### config.mk
export PLATFORM = sky130hd
export DESIGN_NAME = border_collision_ctrl
export DESIGN_NICKNAME = d
export VERILOG_FILES = /design/src/rtl/border_collision_pkg.sv /design/src/rtl/border_collision_channel.sv /design/src/rtl/border_collision_ctrl.sv
export SDC_FILE = /design/constraint.sdc
export NUM_CORES = 1
export LEC_CHECK = 0
export CAP_MARGIN = 20
export CELL_PAD_IN_SITES_DETAIL_PLACEMENT = 1
export CELL_PAD_IN_SITES_GLOBAL_PLACEMENT = 1
export CORE_MARGIN = 10
export CORE_UTILIZATION = 32
export DETAILED_ROUTE_END_ITERATION = 16
export PLACE_DENSITY = 0.79
export SLEW_MARGIN = 30
export SYNTH_ARGS = -nofsm -noshare
export SYNTH_HDL_FRONTEND = slang
export SYNTH_HIERARCHICAL = 1
export SYNTH_SLANG_ARGS = --single-unit
### constraint.sdc
create_clock -name clk -period 2.2 [get_ports clk]
set_input_delay 0.44 -clock clk [delete_from_list [all_inputs] [get_ports clk]]
set_output_delay 0.44 -clock clk [all_outputs]
set_load 0.005 [all_outputs]
### src/rtl/border_collision_pkg.sv
// Shared types and helpers for the border collision controller: channel FSM
// states, contact-count width and the damped, saturating reflection.
package border_collision_pkg;

  typedef enum logic [1:0] {
    ARMED    = 2'd0,
    HIT      = 2'd1,
    LOCKED   = 2'd2,
    COOLDOWN = 2'd3
  } coll_state_t;

  localparam int COLL_CNT_W = 8;

  // A zero shift means "no damping". Negating the most negative value
  // saturates to the most positive value.
  function automatic int reflect_vel(input int v, input int shift, input int w);
    int d;
    int lim;
    lim = 1 <<< (w - 1);
    d   = (shift == 0) ? v : v - (v >>> shift);
    if (d == -lim) return lim - 1;
    return -d;
  endfunction

endpackage

### src/rtl/border_collision_channel.sv
// One ball channel: contact FSM, frame-counted hold-off, axis selection,
// registered velocity output and a saturating contact counter.
module border_collision_channel
  import border_collision_pkg::*;
#(
  parameter int POS_W          = 11,
  parameter int VEL_W          = 11,
  parameter int TOP_OFFSET     = 0,
  parameter int DOWN_OFFSET    = 479,
  parameter int LEFT_OFFSET    = 0,
  parameter int RIGHT_OFFSET   = 639,
  parameter int DAMP_SHIFT     = 0,
  parameter int HOLDOFF_FRAMES = 2
) (
  input  logic                    clk,
  input  logic                    reset,
  input  logic                    startOfFrame,
  input  logic                    bordersDR,
  input  logic                    ballDR,
  input  logic signed [POS_W-1:0] posX,
  input  logic signed [POS_W-1:0] posY,
  input  logic signed [VEL_W-1:0] velX,
  input  logic signed [VEL_W-1:0] velY,
  output logic signed [VEL_W-1:0] velXOut,
  output logic signed [VEL_W-1:0] velYOut,
  output logic                    collisionOccurred,
  output logic [COLL_CNT_W-1:0]   collisionCount,
  output coll_state_t             state
);

  localparam int HOLD_W = $clog2(HOLDOFF_FRAMES + 2);
  localparam logic [HOLD_W-1:0] HOLD_LOAD = HOLD_W'(HOLDOFF_FRAMES);

  coll_state_t state_q, state_d;
  logic [HOLD_W-1:0] hold_q, hold_d;
  logic hit, accept;
  logic velx_neg, velx_pos, vely_neg, vely_pos;
  logic reflect_x, reflect_y;
  logic signed [VEL_W-1:0] velx_d, vely_d;
  int rx, ry;

  assign hit    = ballDR && bordersDR;
  assign accept = (state_q == ARMED) && hit;

  // Sign bits avoid any signed/unsigned mixing against literal zero.
  assign velx_neg = velX[VEL_W-1];
  assign velx_pos = !velX[VEL_W-1] && (velX != '0);
  assign vely_neg = velY[VEL_W-1];
  assign vely_pos = !velY[VEL_W-1] && (velY != '0);

  assign reflect_x = ((int'(posX) <= LEFT_OFFSET) && velx_neg) ||
                     ((int'(posX) >= RIGHT_OFFSET) && velx_pos);
  assign reflect_y = ((int'(posY) <= TOP_OFFSET) && vely_neg) ||
                     ((int'(posY) >= DOWN_OFFSET) && vely_pos);

  always_comb begin
    rx     = reflect_vel(int'(velX), DAMP_SHIFT, VEL_W);
    ry     = reflect_vel(int'(velY), DAMP_SHIFT, VEL_W);
    velx_d = velX;
    vely_d = velY;
    if (accept && reflect_x) velx_d = rx[VEL_W-1:0];
    if (accept && reflect_y) vely_d = ry[VEL_W-1:0];
  end

  // A frame pulse seen while in HIT is intentionally dropped.
  always_comb begin
    state_d = state_q;
    hold_d  = hold_q;
    case (state_q)
      ARMED:  if (hit) state_d = HIT;
      HIT:    state_d = LOCKED;
      LOCKED: begin
        if (startOfFrame) begin
          if (HOLDOFF_FRAMES == 0) begin
            state_d = ARMED;
          end else begin
            state_d = COOLDOWN;
            hold_d  = HOLD_LOAD;
          end
        end
      end
      COOLDOWN: begin
        if (startOfFrame) begin
          if (hold_q <= HOLD_W'(1)) state_d = ARMED;
          else                      hold_d  = hold_q - 1'b1;
        end
      end
      default: state_d = ARMED;
    endcase
  end

  always_ff @(posedge clk) begin
    if (reset) begin
      state_q           <= ARMED;
      hold_q            <= '0;
      velXOut           <= '0;
      velYOut           <= '0;
      collisionOccurred <= 1'b0;
      collisionCount    <= '0;
    end else begin
      state_q           <= state_d;
      hold_q            <= hold_d;
      velXOut           <= velx_d;
      velYOut           <= vely_d;
      collisionOccurred <= accept;
      if (accept && (collisionCount != '1)) collisionCount <= collisionCount + 1'b1;
    end
  end

  assign state = state_q;

endmodule

### src/rtl/border_collision_ctrl.sv
// Multi-ball border collision controller: one independent channel per ball,
// with packed per-ball buses sliced in and out. channelState exposes each FSM.
module border_collision_ctrl
  import border_collision_pkg::*;
#(
  parameter int N_BALLS        = 4,
  parameter int POS_W          = 11,
  parameter int VEL_W          = 11,
  parameter int TOP_OFFSET     = 0,
  parameter int DOWN_OFFSET    = 479,
  parameter int LEFT_OFFSET    = 0,
  parameter int RIGHT_OFFSET   = 639,
  parameter int DAMP_SHIFT     = 0,
  parameter int HOLDOFF_FRAMES = 2
) (
  input  logic                                 clk,
  input  logic                                 reset,
  input  logic                                 startOfFrame,
  input  logic                                 bordersDR,
  input  logic [N_BALLS-1:0]                   ballDR,
  input  logic signed [N_BALLS*POS_W-1:0]      ballTopLeftPosX,
  input  logic signed [N_BALLS*POS_W-1:0]      ballTopLeftPosY,
  input  logic signed [N_BALLS*VEL_W-1:0]      ballVelX,
  input  logic signed [N_BALLS*VEL_W-1:0]      ballVelY,
  output logic signed [N_BALLS*VEL_W-1:0]      ballVelXOut,
  output logic signed [N_BALLS*VEL_W-1:0]      ballVelYOut,
  output logic [N_BALLS-1:0]                   collisionOccurred,
  output logic [N_BALLS*COLL_CNT_W-1:0]        collisionCount,
  output logic [N_BALLS*2-1:0]                 channelState
);

  for (genvar i = 0; i < N_BALLS; i++) begin : g_chan
    coll_state_t st;

    border_collision_channel #(
      .POS_W          (POS_W),
      .VEL_W          (VEL_W),
      .TOP_OFFSET     (TOP_OFFSET),
      .DOWN_OFFSET    (DOWN_OFFSET),
      .LEFT_OFFSET    (LEFT_OFFSET),
      .RIGHT_OFFSET   (RIGHT_OFFSET),
      .DAMP_SHIFT     (DAMP_SHIFT),
      .HOLDOFF_FRAMES (HOLDOFF_FRAMES)
    ) u_chan (
      .clk               (clk),
      .reset             (reset),
      .startOfFrame      (startOfFrame),
      .bordersDR         (bordersDR),
      .ballDR            (ballDR[i]),
      .posX              (ballTopLeftPosX[i*POS_W +: POS_W]),
      .posY              (ballTopLeftPosY[i*POS_W +: POS_W]),
      .velX              (ballVelX[i*VEL_W +: VEL_W]),
      .velY              (ballVelY[i*VEL_W +: VEL_W]),
      .velXOut           (ballVelXOut[i*VEL_W +: VEL_W]),
      .velYOut           (ballVelYOut[i*VEL_W +: VEL_W]),
      .collisionOccurred (collisionOccurred[i]),
      .collisionCount    (collisionCount[i*COLL_CNT_W +: COLL_CNT_W]),
      .state             (st)
    );

    assign channelState[i*2 +: 2] = st;
  end

endmodule

==> reports/results.txt, run 1 <==
The flow ran to the end, and the final reports show no timing, DRC or antenna violations. The worst setup path is launched from an input port. The cell area that synthesis handed to floorplanning was 0.00813 mm^2.

The number of nets produced by synthesis came out at 1178. TritonCTS created 17 clock buffers. Family of cells with the greatest summed delay on the critical path: buffers and inverters. For the number of filler instances in the final layout, the log shows 2972. The end-of-flow core utilization was 55.0%.

At the pin with the least slew margin, the transition time is 0.612 ns. Pin placement for this block handled 316 I/O pins. In the post-synthesis netlist, the biggest area contributors are sky130_fd_sc_hd__dfxtp_1 34%, sky130_fd_sc_hd__nor2_1 4.6%, sky130_fd_sc_hd__ha_1 4.3%. Across all setup checks in the final design, the least slack found is 0.0636 ns. For this design, the CTS-stage hold fixing added 0 buffers.

The power per cell area works out to 636 mW/mm^2. The top-area cell type share of the netlist area is 34.5%, and the number of design-rule violations left by the first detailed-router iteration is 392. The total number of vias is 9674, and the number of synthesized flops with an enable pin is 0.

After clock tree synthesis, the clock-pin slew on the worst setup and hold paths is 0.07 ns. Before antenna repair, the detailed router went through 4 iterations. The logs give 2 for the largest buffer count on any clock path and 0 for the count of antenna-violating nets left after detailed routing. Together, buffers and inverters on the worst path number 3.

The share of the clock period used by the worst path after layout was 97.1%. IR analysis of the VDD net gives a maximum drop of 0.000357 V. The global-route total usage across every layer was 21.2%. Entering global routing, the biggest net connects 26 pins.

The design draws 8790 uW. The number of buffers added on ports was 315. The mean cell area of the mapped netlist came out at 8.41 um^2. The initial utilization of the core area, before any placement, comes to 32.4%.

The final layout contains 1693 nets. After detailed routing, the average wire length per cell comes to 19.4 um. The master cell of the clock root buffer was sky130_fd_sc_hd__clkbuf_16. After synthesis the netlist holds a flip-flop and latch count of 140. In this run the core area contains 58 standard-cell rows. Across the run, the number of max-cap violations was 0.

The insertion delay of the later-clocked pin in the worst-skew pair was 0.42 ns; the final critical delay including setup and external delays was 2.14 ns. The number of antenna diodes in the final layout is 0. Relative to the synthesized area, the layout overhead comes to 70.1%. The critical path in this run is classified as input port to flop.

For this run, design rule violations remaining after detail routing come to 0. By instance count, the leading cell after synthesis is sky130_fd_sc_hd__dfxtp_1. After detailed placement, the design holds a cell count of 1789.

The via count of the first global-routing pass was 10600; the wire length of the first global-routing pass was 55.4 mm. For this run, the top clock speed supported by timing is 468 MHz. The chip height was 179 um.

Yosys printed 6 warnings. Of all cell types, the one taking the most synthesized area is sky130_fd_sc_hd__dfxtp_1. After synthesis, the share of flip-flops with an asynchronous set or reset is 0%. The logs give 0 for the number of antenna violations at the first check in global routing and 0.893 for the final weighted congestion of routability-driven global placement. The signal on the critical path passes through clkdlybuf4s50_1, inv_1, ha_1, nor3b_2, nand4_1, buf_4, nand2_1, a31oi_1, a311oi_2. The max-slew violation count is 0, and the number of distinct library cell variants in the gate-level netlist after synthesis is 83.

For this design the static power due to leakage is 0.00545 uW. The floorplan step defined a die boundary enclosing 0.0322 mm^2. For the worst clock skew on the final layout, the log shows 0.00734 ns.

Among all flip-flop cells after synthesis, the most frequent one is sky130_fd_sc_hd__dfxtp_1. The worst slew slack as a fraction of its limit is 58.9%. Setup repair after global routing could not meet its margin everywhere. The total grt overflow is 0.

The highest cell delay on the worst timing path is 0.44 ns. The worst-case setup slack after placement came out at -0.446 ns. The tools report the hold violation count in the final report as 0. The total area inside the core boundary comes to 0.0251 mm^2. The cell type of the slowest stage on the worst timing path was sky130_fd_sc_hd__clkdlybuf4s50_1. The clock drives 140 sinks. After detailed routing, the number of vias per cell comes to 5.30. The clock tree synthesis step divided the H-tree into 4 levels. For the total wirelength of the detailed-routed design, the log shows 35.3 mm. Sorting the synthesized cells by how often they occur yields 140 x sky130_fd_sc_hd__dfxtp_1, 99 x sky130_fd_sc_hd__nor2_1, 76 x sky130_fd_sc_hd__inv_1.

The die is 179 um wide. STA puts the critical path data required time at 2.51 ns. The number of cells produced by synthesis was 966; the maximum fanout along the worst path was 5.

Once layout is complete, the cells apart from fillers number 1824. Detailed placement finished with a half-perimeter wire length of 28.1 mm. Setup violations remaining at the end of the flow were counted as 0. Ratio of cells with drive above 1 in the final layout: 21.2%.

TritonCTS built the clock tree. The tools report the critical path data arrival time as 2.44 ns. The endpoint kind of the worst setup timing path is a flop. Worst min-delay path category: input port to flop. For the fraction of the yosys area taken by sequential cells, the log shows 34.5%.
==> cells by family after synthesis <==
| group | count (synthesis) | synth area share [%] |
|---|---|---|
| AO/OA/AOI/OAI | 258 | 23.9 |
| buffers and inverters | 106 | 5.51 |
| adder cells (fa/ha/maj) | 28 | 4.31 |
| XOR/XNOR | 24 | 2.59 |
| AND/OR/NAND/NOR | 400 | 28.0 |
| multiplexers | 10 | 1.26 |
| flip-flops | 140 | 34.5 |
==> routing by layer <==
metal / vias up / wire length (um) / track usage [%]
li1: 4666 / - / -
met1: 4714 / 14200 / 23.5
met2: 249 / 18300 / 39.3
met3: 45 / 2130 / 5.20
met4: 0 / 640 / 6.08
met5: - / 0 / 0
==> report_power, final <==
| part | total (uW) | switching, uW | internal, uW |
|---|---|---|---|
| sequential | 2960 | 174 | 2790 |
| combinational | 2710 | 1240 | 1470 |
| clock | 3120 | 1230 | 1890 |
==> path summary, 6_finish.rpt <==
| check | from | to | slack [ns] | depth (start not counted) |
|---|---|---|---|---|
| min reg2reg | g_chan[2].u_chan/hold_q[0] | g_chan[2].u_chan/hold_q[0] | 0.52 | 1 |
| max reg2reg | g_chan[2].u_chan/state[0] | g_chan[2].u_chan/velXOut[6] | 0.12 | 8 |
| min | reset | g_chan[1].u_chan/velXOut[10] | 0.45 | 2 |
| max | ballVelY[23] | g_chan[2].u_chan/velYOut[2] | 0.06 | 9 |
==> layout by cell type, fill, tap and decap left out, drive strengths merged, types with 8 or more instances in the layout <==
cell type	instances
a31oi	39
a22oi	13
o21ai	35
nand4	17
nand3	42
clkdlybuf4s50	314
dfxtp	140
a21oi	46
buf	212
nor3	39
nand3b	8
and3	18
nand2b	16
o221a	9
xnor2	14
a311oi	33
o32ai	8
nand2	71
mux2i	8
xor2	10
o211ai	8
or3	15
and2	9
clkbuf	20
inv	78
ha	28
nor2	99
a211o	9
nor4b	9
nor4	29
==> registers in the layout, summed over array words and instances, names as in the netlist <==
signal	cells
g_chan.u_chan/velYOut	44
g_chan.u_chan/collisionOccurred	4
g_chan.u_chan/hold_q	8
g_chan.u_chan/collisionCount	32
g_chan.u_chan/state	8
g_chan.u_chan/velXOut	44
==> layout make-up <==
class / count / area, um^2 / area share [%]
inverters: 76 / 285 / 2.06
multi-input cells: 720 / 4920 / 35.6
repair buffers: 526 / 4770 / 34.5
flip-flops and latches: 140 / 2800 / 20.3
well taps: 330 / 413 / 2.99
clock buffers: 20 / 467 / 3.38
clock inverters: 12 / 161 / 1.17
==> worst register-to-register path: cells and delay by family (launching register included) <==
| kind | cells | cell delay, ns |
|---|---|---|
| fa+ha+maj | 1 | 0.22 |
| simple gates | 4 | 0.89 |
| compound gates | 1 | 0.26 |
| flops | 1 | 0.34 |
| buf+inv | 2 | 0.24 |
==> through the flow <==
| stage | hold WS, ns | instance area (um^2) | TNS [ns] |
|---|---|---|---|
| final | 0.449 | 13800 | 0 |
| after global routing | 0.450 | 13800 | 0 |
| after CTS | 0.429 | 13800 | 0 |
| after detailed placement | 0.504 | 13100 | -17.33 |
| after global placement | 0.477 | 13100 | -13.03 |
| after floorplan | 0.455 | 8130 | 0 |
==> repair_timing <==
item	CTS	global route
setup endpoints to repair	1	8
setup buffers	0	3
resized for setup	1	9
pin swaps	0	1
cloned	0	0
(Power assumes the default switching activity.)
==> inputs of run 2 (changes only) <==
--- a/config.mk
+++ b/config.mk
@@ -5,9 +5,9 @@
 export SDC_FILE = /design/constraint.sdc
 export NUM_CORES = 1
 export LEC_CHECK = 0
-export CAP_MARGIN = 20
 export CELL_PAD_IN_SITES_DETAIL_PLACEMENT = 1
 export CELL_PAD_IN_SITES_GLOBAL_PLACEMENT = 1
+export CORE_ASPECT_RATIO = 1.5
 export CORE_MARGIN = 10
 export CORE_UTILIZATION = 32
 export DETAILED_ROUTE_END_ITERATION = 16
==> run 2 against run 1 <==
Compared with the run above:
- first-iteration DRC count shrank 14%
- critical path depth is the same
- via count is 1.3% higher
- global-route usage is 0.34 points higher
- largest power group unchanged
- combinational power barely moved
- register-to-register slack improved by 0.05 ns
- clock power about the same
- wire length up 1.8%
- core utilization is 0.088 points lower
==> reports/results.txt, run 2 (same netlist as run 1, synthesis figures left out) <==
Summing internal, switching and leakage power gives 8770 uW. The critical path is of the input port to flop type. The placed instances occupy a cell area of 0.0131 mm^2. In the layout the commonest cells are 314 x sky130_fd_sc_hd__clkdlybuf4s50_1, 210 x sky130_fd_sc_hd__buf_4, 140 x sky130_fd_sc_hd__dfxtp_1, 99 x sky130_fd_sc_hd__nor2_1, 76 x sky130_fd_sc_hd__inv_1. The CTS buffer count was 17; the full die area was 0.0323 mm^2.

After clock tree synthesis, the clock-pin slew on the worst setup and hold paths is 0.07 ns. Timing would allow up to 470 MHz. The hold violation count in the final report was 0.

The clock sink count is 140. The transition time of the tightest slew-check pin was 0.538 ns; the largest buffer count on any clock path was 2. Global routing used 41.4% of the available met2 tracks. The post-layout instance area is 0.0138 mm^2.

Data on the critical path is required at its endpoint by 2.53 ns. In this run the worst path has a maximum fanout of 6. Endpoint kind of the worst setup timing path: a flop.

The largest registers in the layout are g_chan.u_chan/velXOut x44, g_chan.u_chan/velYOut x44, g_chan.u_chan/collisionCount x32. For this run, the post-layout net count is 1693. For this block, the routed nets add up to 36.0 mm of wire.

The final critical delay including setup and external delays works out to 2.13 ns. For this run, global-route usage on met3 was measured as 4.52%. Summing over every cut layer, the via total after detailed routing is 9804. Registers take 0.00280 mm^2. For the hold buffer count at cts, the log shows 0.

The via count of the first global-routing pass is 10700, and the floorplan row count is 71. The via-per-instance ratio is 5.38, and the total setup violations reported at the end of the flow is 0. Worst min-delay path category: input port to flop.

The first-pass iteration count of the detailed router was 5; the average wire length per cell after detail routing was 19.7 um. IR analysis of the VDD net gives a maximum drop of 0.000552 V. TritonCTS built the clock tree. The starting density of the core is 32.4%, and the ratio of cells with drive above 1 in the final layout is 21.0%. Once detail routing completed, the nets flagged for antenna violations numbered 0.

The HPWL after detailed placement is 28.8 mm. Measured against its own limit, the worst slew margin works out to 63.9%. The global-route total usage across every layer is 21.6%, and the share of the clock period used by the worst path after layout is 96.7%. The flow ran to the end, and the final reports show no timing, DRC or antenna violations.

The die is 150 um wide. For the final database, setup skew stands at 0.00947 ns. The antenna cell count was 0; the critical path data arrival time was 2.45 ns.

The final weighted congestion of routability-driven global placement was 0.936; the power per cell area was 637 mW/mm^2. The worst setup path is launched from an input port. Placeable core region: 0.0251 mm^2.

From bottom edge to top edge, the die measures 215 um. After the first detailed-routing iteration, the DRC count stood at 337. The end-of-flow core utilization came out at 55.0%. The I/O pin total came out at 316. In this run the static leakage power is 0.00543 uW. The met1 track demand over resource is 20.5%.

The tree is rooted in a sky130_fd_sc_hd__clkbuf_16. The run gives 0 as the total grt overflow. Entering global routing, the biggest net connects 48 pins.

The first global-routing pass estimated 56.3 mm of wire. The logs give 0 for the max-capacitance violation count and 0.00490 mm^2 for the area of the multi-input gates. The global routing stage identified its most utilized layer as met2. In the routed design, unresolved DRC markers number 0. The filler cells instantiated in the layout total 2997.

CTS built an H-tree with a depth of 4. The number of buffers added on ports works out to 315. Leaving out fill and tap cells, the most frequent cell in the layout is sky130_fd_sc_hd__clkdlybuf4s50_1.

The clock reaches the later pin of the worst-skew pair after 0.44 ns. Setup repair after global routing left no endpoint under its margin. The number of antenna violations at the first check in global routing is 0, and the area growth from synthesis to final layout is 69.4%. For the max-slew violation count, the log shows 0.
## run 2: cell types whose count changed in the layout (fill, tap and decap cells not counted), moves of 2 or more
cell	previous run	this run
sky130_fd_sc_hd__inv_6	2	5
sky130_fd_sc_hd__clkbuf_8	3	0
sky130_fd_sc_hd__a311oi_1	30	32
sky130_fd_sc_hd__a311oi_2	3	1
## run 2: final cells by class
type                            instances  area share [%]
Clock buffer                           18            3.12
Clock inverter                         14            1.33
Inverter                               76            2.07
Multi-Input combinational cell        720            35.6
Sequential cell                       140            20.4
Tap cell                              328            2.98
Timing Repair Buffer                  526            34.6
## run 2: metal layers
metal  vias to the layer above  wire, um
met4                         0      1780
met3                        94      1670
met5                         -         0
li1                       4672         -
met2                       268     19700
met1                      4770     12800
## run 2: critical path: stages
cell,delay (ns)
sky130_fd_sc_hd__clkdlybuf4s50_1,0.54
sky130_fd_sc_hd__inv_1,0.07
sky130_fd_sc_hd__ha_1,0.20
sky130_fd_sc_hd__nor3b_2,0.18
sky130_fd_sc_hd__and3_2,0.22
sky130_fd_sc_hd__o31ai_2,0.18
sky130_fd_sc_hd__buf_4,0.19
sky130_fd_sc_hd__a31oi_1,0.11
sky130_fd_sc_hd__a311oi_1,0.33
## run 2: timing repair
item,CTS,global route
endpoints found under the setup margin,0,9
resized for setup,0,5
setup buffers,0,1
## run 2: final timing paths
| check | start | end | slack, ns | cells after the start |
|---|---|---|---|---|
| setup / recovery | ballVelY[12] | g_chan[1].u_chan/velYOut[6] | 0.07 | 9 |
| hold reg to reg | g_chan[2].u_chan/hold_q[0] | g_chan[2].u_chan/hold_q[0] | 0.49 | 1 |
| hold / removal | reset | g_chan[1].u_chan/velXOut[0] | 0.42 | 2 |
| setup reg to reg | g_chan[1].u_chan/state[0] | g_chan[1].u_chan/velXOut[4] | 0.17 | 8 |
## run 2: report_power, final
part | switching, uW | internal [uW]
Combinational | 1240 | 1490
Clock | 1280 | 1810
Sequential | 166 | 2790
## run 2: per-stage QoR
step	std cells	setup slack, ns	setup TNS [ns]	hold slack (ns)
CTS	1821	0.0757	0	0.411
detailed placement	1789	-0.336	-15.81	0.485
global route	1822	0.00738	0	0.433
finish	1822	0.0721	0	0.421
floorplan	966	0.255	0	0.455
global placement	1789	-0.236	-11.08	0.472
==> inputs of run 3 (changes only) <==
--- a/config.mk
+++ b/config.mk
@@ -11,6 +11,7 @@
 export CORE_MARGIN = 10
 export CORE_UTILIZATION = 32
 export DETAILED_ROUTE_END_ITERATION = 16
+export GPL_ROUTABILITY_DRIVEN = 0
 export PLACE_DENSITY = 0.79
 export SLEW_MARGIN = 30
 export SYNTH_ARGS = -nofsm -noshare
==> results of run 3 <==
Final layout, timing and power as in run 2 (identical DEF).
